[src/rtl/cdb_pkg.sv]
// cdb_pkg: shared definitions for the Mega-CD backup-RAM cartridge controller.
//   - Region nibbles on cpu_addr[23:20] for the ID, RAM and write-enable windows
//   - Smallest selectable capacity (8KB words, 2^13)
//   - Flush FSM state encoding and decoded-region encoding
//   - cdb_decode(): maps cart_on and the top address nibble to a region
package cdb_pkg;

  // ID spans $400000-$5FFFFF, so only nibble bits [3:1] are compared for it.
  localparam logic [3:0] CDB_ID_BASE  = 4'h4;
  localparam logic [3:0] CDB_RAM_BASE = 4'h6;
  localparam logic [3:0] CDB_WE_BASE  = 4'h7;

  localparam int CDB_MIN_AW = 13;

  typedef enum logic [1:0] {
    CLEAN = 2'd0,
    DIRTY = 2'd1,
    REQ   = 2'd2
  } flush_st_t;

  typedef enum logic [1:0] {
    RGN_NONE = 2'd0,
    RGN_ID   = 2'd1,
    RGN_RAM  = 2'd2,
    RGN_WE   = 2'd3
  } rgn_t;

  function automatic rgn_t cdb_decode(input logic on, input logic [3:0] nib);
    rgn_t r;
    r = RGN_NONE;
    if (on) begin
      if (nib[3:1] == CDB_ID_BASE[3:1]) r = RGN_ID;
      else if (nib == CDB_RAM_BASE)     r = RGN_RAM;
      else if (nib == CDB_WE_BASE)      r = RGN_WE;
    end
    return r;
  endfunction

endpackage

[src/rtl/cdb_flush_fsm.sv]
// cdb_flush_fsm: dirty tracking and save-request handshake.
//   clk, rst    : clock, asynchronous active-high reset
//   dirty_ev_i  : one-clk pulse for each accepted BRAM write
//   save_ack_i  : host reports flush complete (only honoured in REQ)
//   save_req_o  : registered flush request, held until acknowledged
//   dirty_o     : registered, high while unsaved data exists (DIRTY/REQ)
// The idle timer restarts on every write; save_req rises HOLD_CYC clocks
// after the last write. Writes during REQ are remembered in pend_q so an
// acknowledge cannot discard them.
module cdb_flush_fsm
  import cdb_pkg::*;
#(
  parameter int                 HOLD_W   = 24,
  parameter logic [HOLD_W-1:0]  HOLD_CYC = HOLD_W'(5000000)
) (
  input  logic clk,
  input  logic rst,
  input  logic dirty_ev_i,
  input  logic save_ack_i,
  output logic save_req_o,
  output logic dirty_o
);

  localparam logic [HOLD_W-1:0] HOLD_LAST = HOLD_CYC - 1'b1;

  flush_st_t         st_q;
  logic [HOLD_W-1:0] timer_q;
  logic              pend_q;
  logic              save_req_q;
  logic              dirty_q;

  always_ff @(posedge clk or posedge rst) begin
    if (rst) begin
      st_q       <= CLEAN;
      timer_q    <= '0;
      pend_q     <= 1'b0;
      save_req_q <= 1'b0;
      dirty_q    <= 1'b0;
    end else begin
      case (st_q)
        CLEAN: begin
          if (dirty_ev_i) begin
            st_q    <= DIRTY;
            timer_q <= '0;
            dirty_q <= 1'b1;
          end
        end
        DIRTY: begin
          // A write on the expiry clock wins: the request is postponed.
          if (dirty_ev_i) begin
            timer_q <= '0;
          end else if (timer_q == HOLD_LAST) begin
            st_q       <= REQ;
            save_req_q <= 1'b1;
          end else if (timer_q != {HOLD_W{1'b1}}) begin
            timer_q <= timer_q + 1'b1;
          end
        end
        REQ: begin
          if (save_ack_i) begin
            save_req_q <= 1'b0;
            pend_q     <= 1'b0;
            timer_q    <= '0;
            if (pend_q || dirty_ev_i) begin
              st_q <= DIRTY;
            end else begin
              st_q    <= CLEAN;
              dirty_q <= 1'b0;
            end
          end else if (dirty_ev_i) begin
            pend_q <= 1'b1;
          end
        end
        default: begin
          st_q       <= CLEAN;
          timer_q    <= '0;
          pend_q     <= 1'b0;
          save_req_q <= 1'b0;
          dirty_q    <= 1'b0;
        end
      endcase
    end
  end

  assign save_req_o = save_req_q;
  assign dirty_o    = dirty_q;

endmodule

[src/rtl/cdb_bram_ctrl.sv]
// cdb_bram_ctrl: backup-RAM cartridge controller for the Mega-CD BIOS mapper.
//   CPU side : cpu_addr/cpu_dati, cpu_oe and cpu_we_lo (active low), cart_on
//   Config   : size_cfg selects 8KB << size_cfg, clipped to the BRAM size
//   Read     : cart_oe (combinational), cart_do (registered, 2 clk after oe)
//   BRAM     : mem_addr/mem_di/mem_we_lo registered, mem_oe combinational,
//              mem_do returned one clock after the read
//   Flush    : dirty/save_req towards host, save_ack from host
// Windows: ID $400000-$5FFFFF, RAM $600000-$6FFFFF, WE $700000-$7FFFFF.
// Only the low data byte is stored; reads return 8'hFF in the high byte.
module cdb_bram_ctrl
  import cdb_pkg::*;
#(
  parameter int                BRAM_AW  = 18,
  parameter int                HOLD_W   = 24,
  parameter logic [HOLD_W-1:0] HOLD_CYC = HOLD_W'(5000000)
) (
  input  logic               clk,
  input  logic               rst,
  input  logic [23:0]        cpu_addr,
  input  logic [15:0]        cpu_dati,
  input  logic               cpu_oe,
  input  logic               cpu_we_lo,
  input  logic               cart_on,
  input  logic [2:0]         size_cfg,
  output logic               cart_oe,
  output logic [15:0]        cart_do,
  output logic [BRAM_AW-1:0] mem_addr,
  output logic [15:0]        mem_di,
  input  logic [15:0]        mem_do,
  output logic               mem_oe,
  output logic               mem_we_lo,
  output logic               dirty,
  output logic               save_req,
  input  logic               save_ack
);

  localparam int               SZ_SPAN = BRAM_AW - CDB_MIN_AW;
  localparam logic [2:0]       SZ_MAX  = (SZ_SPAN > 7) ? 3'd7 : 3'(SZ_SPAN);

  // Word mask for 2^(13+s) words; saturates to all ones at full BRAM size.
  function automatic logic [BRAM_AW-1:0] word_mask(input logic [2:0] s);
    logic [BRAM_AW-1:0] m;
    m = '0;
    for (int i = 0; i < BRAM_AW; i++) begin
      if (i < CDB_MIN_AW + int'(s)) m[i] = 1'b1;
    end
    return m;
  endfunction

  logic [2:0]         sz;
  rgn_t               rgn;
  logic               rd_req;
  logic               wstb;
  logic               dirty_ev;

  logic               we_q;
  logic               wren_q;
  logic               mem_we_lo_q;
  logic [15:0]        mem_di_q;
  logic [BRAM_AW-1:0] mem_addr_q;
  logic               vld_p0_q;
  rgn_t               rgn_p0_q;
  logic [15:0]        cart_do_q;

  assign sz       = (size_cfg > SZ_MAX) ? SZ_MAX : size_cfg;
  assign rgn      = cdb_decode(cart_on, cpu_addr[23:20]);
  assign rd_req   = (rgn != RGN_NONE) && !cpu_oe;
  assign cart_oe  = rd_req;
  assign mem_oe   = (rgn == RGN_RAM) && !cpu_oe;

  // Falling edge of the registered write strobe gives a single-clk pulse.
  assign wstb     = we_q && !cpu_we_lo;
  assign dirty_ev = wstb && (rgn == RGN_RAM) && wren_q;

  always_ff @(posedge clk or posedge rst) begin
    if (rst) begin
      we_q        <= 1'b1;
      wren_q      <= 1'b0;
      mem_we_lo_q <= 1'b0;
      mem_di_q    <= '0;
      mem_addr_q  <= '0;
      vld_p0_q    <= 1'b0;
      rgn_p0_q    <= RGN_NONE;
      cart_do_q   <= 16'hFFFF;
    end else begin
      we_q        <= cpu_we_lo;
      mem_we_lo_q <= dirty_ev;
      if (dirty_ev) mem_di_q <= {8'h00, cpu_dati[7:0]};
      if (wstb && rgn == RGN_WE) wren_q <= cpu_dati[0];

      // Stage p0: address to BRAM, read request and region captured
      mem_addr_q <= cpu_addr[BRAM_AW:1] & word_mask(sz);
      vld_p0_q   <= rd_req;
      rgn_p0_q   <= rgn;

      // Stage p1: BRAM data valid, form the CPU read word
      if (vld_p0_q) begin
        case (rgn_p0_q)
          RGN_RAM: cart_do_q <= {8'hFF, mem_do[7:0]};
          RGN_ID:  cart_do_q <= {8'hFF, 5'd0, sz};
          RGN_WE:  cart_do_q <= {8'hFF, 7'd0, wren_q};
          default: cart_do_q <= 16'hFFFF;
        endcase
      end else begin
        cart_do_q <= 16'hFFFF;
      end
    end
  end

  assign cart_do   = cart_do_q;
  assign mem_addr  = mem_addr_q;
  assign mem_di    = mem_di_q;
  assign mem_we_lo = mem_we_lo_q;

  cdb_flush_fsm #(
    .HOLD_W   (HOLD_W),
    .HOLD_CYC (HOLD_CYC)
  ) u_fsm (
    .clk        (clk),
    .rst        (rst),
    .dirty_ev_i (dirty_ev),
    .save_ack_i (save_ack),
    .save_req_o (save_req),
    .dirty_o    (dirty)
  );

  // Address/data bits outside the decoded byte lane and BRAM range.
  logic unused_bits;
  assign unused_bits = ^{cpu_addr, cpu_dati[15:8], mem_do[15:8]};

endmodule

[config.mk]
export PLATFORM = sky130hd
export DESIGN_NAME = cdb_bram_ctrl
export DESIGN_NICKNAME = d
export VERILOG_FILES = /design/src/rtl/cdb_pkg.sv /design/src/rtl/cdb_flush_fsm.sv /design/src/rtl/cdb_bram_ctrl.sv
export SDC_FILE = /design/constraint.sdc
export NUM_CORES = 1
export LEC_CHECK = 0
export BUFFER_PORTS_ARGS = -buffer_cell sky130_fd_sc_hd__buf_4
export CORE_ASPECT_RATIO = 0.7
export CORE_MARGIN = 2
export CORE_UTILIZATION = 40
export DETAILED_ROUTE_END_ITERATION = 16
export GPL_TIMING_DRIVEN = 0
export HOLD_SLACK_MARGIN = 0.03
export PLACE_DENSITY = 0.66
export SETUP_SLACK_MARGIN = 0.05
export SLEW_MARGIN = 40
export SYNTH_ARGS = -nofsm -noshare
export SYNTH_HDL_FRONTEND = slang
export SYNTH_SLANG_ARGS = --single-unit
[constraint.sdc]
create_clock -name clk -period 5.5 [get_ports clk]
set_input_delay 0.825 -clock clk [delete_from_list [all_inputs] [get_ports clk]]
set_output_delay 0.825 -clock clk [all_outputs]
set_load 0.05 [all_outputs]
* After elaboration in Yosys (flattened, before gate mapping)
Cells that the tools add are included.
Operators by class: $add $sub $neg 2, magnitude comparators 19, equality and inequality tests 20, mux-type cells 47, bitwise operators 4, reduce and logical (&&, ||, !) cells 17
Operators with widths (count):
- 5-bit by 32-bit less-than comparator with 1-bit output, first input constant | 8
- 4-bit by 32-bit less-than comparator with 1-bit output, first input constant | 4
- 24-bit two-way mux | 5
- 24-bit one-hot mux with 3 select lines | 1
- 3-bit by 32-bit less-than comparator with 1-bit output, first input constant | 2
- 1-bit by 32-bit less-than comparator with 1-bit output, first input constant | 1
- 2-bit by 32-bit less-than comparator with 1-bit output, first input constant | 1
- 6-bit by 32-bit less-than comparator with 1-bit output, first input constant | 1
- 1-bit two-way mux | 26
- 24-bit by 1-bit adder with 24-bit output, second input constant | 1
- 24-bit by 23-bit == test with 1-bit output, second input constant | 1
- 24-bit != test, second input constant | 1
- 8-bit one-hot mux with 3 select lines | 1
- 18-bit AND | 1
- 16-bit two-way mux | 1
- 2-bit two-way mux | 8
- 4-bit AND reduction | 4
- 2-bit == test, second input constant | 5
- 4-bit by 3-bit == test with 1-bit output, second input constant | 2
- 2-bit != test, second input constant | 4
- 1-bit logical AND | 6
- 3-bit != test, second input constant | 2
- 1-bit one-hot mux with 3 select lines | 2
- 2-bit one-hot mux with 3 select lines | 1
- other kinds (16) | 20
Word-level totals: register bits after elaboration 77, bits of input ports 65, output and inout bits 55

* Longest topological paths before layout
depth after elaboration 12, gate-level depth with buffers 9, mapped depth without buffers 8

* Modules after synthesis
Synthesis repeated with hierarchy kept, for this count alone.
Unflattened totals: cells, all modules 352, area total of the unflattened synthesis 3523.4 sq um
By module, submodules not included:
- cdb_flush_fsm | instances 1, cells an instance 208, area an instance 1783.0 sq um, seq. area each 725.7 sq um
- cdb_bram_ctrl | instances 1, cells an instance 144, area an instance 1740.4 sq um, seq. area each 1012.2 sq um

* Least setup slack after synthesis
OpenSTA, ideal clock, no wires.
kind in2out, from input port cpu_addr[23], to output port mem_oe, data arrival time 2.057 ns, path slack 2.618 ns, cell stages on the path 2, path buffers 0, cells stage by stage nand3b_1 nor3_1
On the way: longest elaborated chain between the ends 7, elaborated cells between the ends (all ways) 9, classes of those cells eq/ne: 4; mux: 4; reduce/logical: 1
RTL lines:
- start, declared | line cdb_bram_ctrl.sv:19 | input logic [23:0] cpu_addr,
- 4-bit by 3-bit == test with 1-bit output | line cdb_pkg.sv:34 | else if (nib == CDB_WE_BASE) r = RGN_WE;
- 2-bit two-way mux | line cdb_pkg.sv:34
- 2-bit two-way mux | line cdb_pkg.sv:33 | else if (nib == CDB_RAM_BASE) r = RGN_RAM;
- 2-bit two-way mux * | line cdb_pkg.sv:32 | if (nib[3:1] == CDB_ID_BASE[3:1]) r = RGN_ID;
- 2-bit two-way mux * | line cdb_pkg.sv:31 | if (on) begin
- 2-bit == test * | line cdb_bram_ctrl.sv:69 | assign mem_oe = (rgn == RGN_RAM) && !cpu_oe;
- 1-bit logical AND * | line cdb_bram_ctrl.sv:69
- end, declared | line cdb_bram_ctrl.sv:30 | output logic mem_oe,
Every way passes the cells marked *; elsewhere a longest branch is shown, timed or not.

* Worst setup path in the final report
from input port cpu_addr[23], to register u_fsm.timer_q[23]
On the way: longest elaborated chain between the ends 10, elaborated cells between the ends (all ways) 16, classes of those cells eq/ne: 7; mux: 6; reduce/logical: 3
RTL lines:
- 4-bit by 3-bit == test with 1-bit output | line cdb_pkg.sv:34
- 2-bit two-way mux | line cdb_pkg.sv:34
- 2-bit two-way mux | line cdb_pkg.sv:33
- 2-bit two-way mux * | line cdb_pkg.sv:32
- 2-bit two-way mux * | line cdb_pkg.sv:31
- 2-bit == test * | line cdb_bram_ctrl.sv:73 | assign dirty_ev = wstb && (rgn == RGN_RAM) && wren_q;
- 1-bit logical AND * (2 in a row) | line cdb_bram_ctrl.sv:73
- via dirty_ev | line cdb_bram_ctrl.sv:54 | logic dirty_ev;
- 3-bit != test (no source line), or another cell as far along
- 4-bit AND reduction (no source line) or 24-bit one-hot mux with 3 select lines (tied branches)
- end signal, assigned | line cdb_flush_fsm.sv:56 | timer_q <= timer_q + 1'b1;
- end, declared | line cdb_flush_fsm.sv:27 | logic [HOLD_W-1:0] timer_q;
The timed path passes the listed nets; every way through them passes the cells marked *. A chain may end at the register's enable or synchronous reset.

==> results.json <==
{
  "yosysWarnings": 0,
  "crit_required_ns": 5.68,
  "finalClockSkew_ns": 0.00851,
  "worstMarginPinSlew_ns": 0.552,
  "setup_violations": 0,
  "place_congestion": 0.910,
  "syn_inst": 355,
  "setup_tns_ns": 0,
  "cp-end-kind": "flip-flop",
  "grt_pass1_wl_mm": 13.7,
  "core_sq_mm": 0.00841,
  "wirelength_mm": 8.30,
  "p_sw_mw": 0.330,
  "synth_edf_count": 0,
  "crit_type": "in -> reg",
  "drt_iter0_markers": 173,
  "worst_path_dominant_cell_family": "buffers and inverters",
  "synth_top_area_cell": "dfrtp_1",
  "die_w_um": 115,
  "overflow": 0,
  "cellPowerDensity_mw_per_mm2": 278,
  "globalRouteTotalUtil": 0.188,
  "final_common_cell": "buf_4",
  "hold_viol": 0,
  "p_comb_frac": 0.144,
  "grt_pass1_vias": 2843,
  "clock_power_share": 0.436,
  "die_h_um": 81.5,
  "synthFlopType": "dfrtp_1",
  "wl_per_cell_um": 14.4,
  "arrival_ns": 2.76,
  "worst_setup_path_start_kind": "primary input",
  "clk_path_buf_depth": 2,
  "io_buffers": 85,
  "fmax_ghz": 0.388,
  "fin_crit_ns": 2.58,
  "internal_power_mw": 0.940,
  "synth_cell_type_count": 51,
  "cts_max_level": 3,
  "synth.avg_cell_area_sq_um": 9.67,
  "initial_core_util": 0.408,
  "avgViaCountPerCell": 5.12,
  "synth_top_area_share": 0.437,
  "final_cell_mix": "buf_4 (103), dfrtp_1 (60), nand2_1 (54), a21oi_1 (26), o21ai_0 (20)",
  "hold_slack_ns": 0.437,
  "vias": 2949,
  "root_buffer": "clkbuf_16",
  "synthesis.area_sq_mm": 0.00343,
  "synth_seq_area_share": 0.506,
  "relSlewSlack": 0.629,
  "cts_hold_buf": 0,
  "crit_top_cell": "clkbuf_1",
  "cts_buffers": 9,
  "cts_setup_buffers": 0,
  "path_max_fanout": 10,
  "power.share.switching": 0.260,
  "crit_path_cell_trace": "buf_4 > nand4b_1 > nor3_1 > o21a_1 > clkbuf_1 > clkbuf_1 > nor2_1",
  "cp_slowest_cell": "clkbuf_1",
  "die_area_sq_mm": 0.00935,
  "ios": 120,
  "cap_viol_max_count": 0,
  "fin_nets": 534,
  "clock-sinks": 69,
  "ir_worst_vdd_mv": 0.162,
  "status": "complete, no violations",
  "area_delta_synth_final_pct": 33.2,
  "cpPeakStageDelay_ns": 0.45,
  "grt_max_degree": 52,
  "ys_seq_elements": 69,
  "drt_first_pass_iters": 4,
  "antenna_found_initial": 0,
  "n_antenna_cell": 0,
  "rsz0062_at_grt": "no",
  "worstSkewPairLatency_ns": 0.32,
  "report.final.slew_viol_count": 0,
  "rows": 28,
  "dp_hpwl_mm": 6.08,
  "cts_tree": "yes",
  "ant_nets": 0,
  "post-route-period-util": 0.469,
  "p_seq_frac": 0.420,
  "p_leak_nw": 2.16,
  "hp-class": "in -> async",
  "fillers": 761,
  "drive_gt1_frac": 0.299,
  "synthArstFlopShare": 1.00,
  "cts.clk_slew.worst_paths_ns": 0.06,
  "crit_buf_inv": 3,
  "synth_area_leaders": "dfrtp_1 (44%), dfstp_2 (6.9%), nand2_1 (5.9%), buf_4 (3.9%), a21oi_1 (3.8%)",
  "cts_resized": 0,
  "drc": 0
}
flip-flops by register name (all words and copies together) (netlist names), 2 cells and up:
signal         count
cart_do            8
u_fsm.timer_q     24
mem_di             8
mem_addr          18
u_fsm.st_q         2
rgn_p0_q           2
path summary, 6_finish.rpt:
kind                             startpoint  depth (start not counted)  slack, ns                 to
setup / recovery               cpu_addr[23]                          7       2.92  u_fsm.timer_q[23]
hold / removal                          rst                          2       0.44  u_fsm.timer_q[10]
setup reg to reg           u_fsm.timer_q[0]                          8       3.10  u_fsm.timer_q[11]
hold reg to reg                   mem_di[5]                          2       0.46          mem_di[5]
max in group asynchronous               rst                          3       4.51         cart_do[4]
min in group clk                  mem_di[5]                          2       0.46          mem_di[5]
layout make-up:
class	count	area, sq um	share of cell area
flip-flops and latches	69	1740	0.380
clock inverters	4	48.8	0.0107
multi-input cells	260	1520	0.332
plain buffers	27	181	0.0397
well taps	105	131	0.0287
repair buffers	86	666	0.146
clock buffers	12	236	0.0517
inverters	13	53.8	0.0118
per-stage QoR:
step,power [mW],setup slack (ns),cells,utilization,area (sq um)
2_1_floorplan,0.661,2.62,369,-,3480
3_3_place_gp,0.720,2.02,559,0.506,4250
3_5_place_dp,0.726,2.62,560,0.510,4290
4_1_cts,1.29,2.99,576,0.544,4570
5_1_grt,1.32,2.75,576,0.544,4570
6_report,1.27,2.92,576,0.544,4570
cells in the mapped netlist, drive strengths merged (4+ instances only):
master / number
clkbuf: 4
a21boi: 10
and2: 8
or3: 6
and3: 4
nand2: 54
dfrtp: 60
or4: 8
xnor2: 6
a21oi: 26
o21a: 5
o21ai: 20
o31ai: 8
dfstp: 9
nor2: 16
and4: 8
inv: 13
buf: 23
nor2b: 9
nand4: 10
nand3: 12
nand2b: 4
kinds of logic after synthesis:
family / after synthesis / synth area share
simple gates: 152 / 0.238
compound gates: 81 / 0.153
flops: 69 / 0.506
buf+inv: 40 / 0.0671
xor+xnor: 6 / 0.0153
fa+ha+maj: 3 / 0.0109
other cells: 2 / 0.00219
mux: 2 / 0.00620
power by group through the flow:
stage / combinational, mW / clock (mW) / sequential [mW]
floorplan: 0.0801 / 0 / 0.580
global placement: 0.179 / 0 / 0.541
detailed placement: 0.184 / 0 / 0.541
CTS: 0.185 / 0.571 / 0.533
global route: 0.197 / 0.592 / 0.535
finish: 0.183 / 0.553 / 0.533
per-layer routing:
| metal | wire (um) | GRT usage | vias up |
|---|---|---|---|
| met5 | 0 | 0 | - |
| met4 | 116 | 0.0675 | 0 |
| met3 | 539 | 0.0480 | 10 |
| met2 | 3790 | 0.289 | 98 |
| met1 | 3850 | 0.259 | 1397 |
| li1 | - | - | 1444 |
Note: power is estimated with default switching activity, not from simulation.
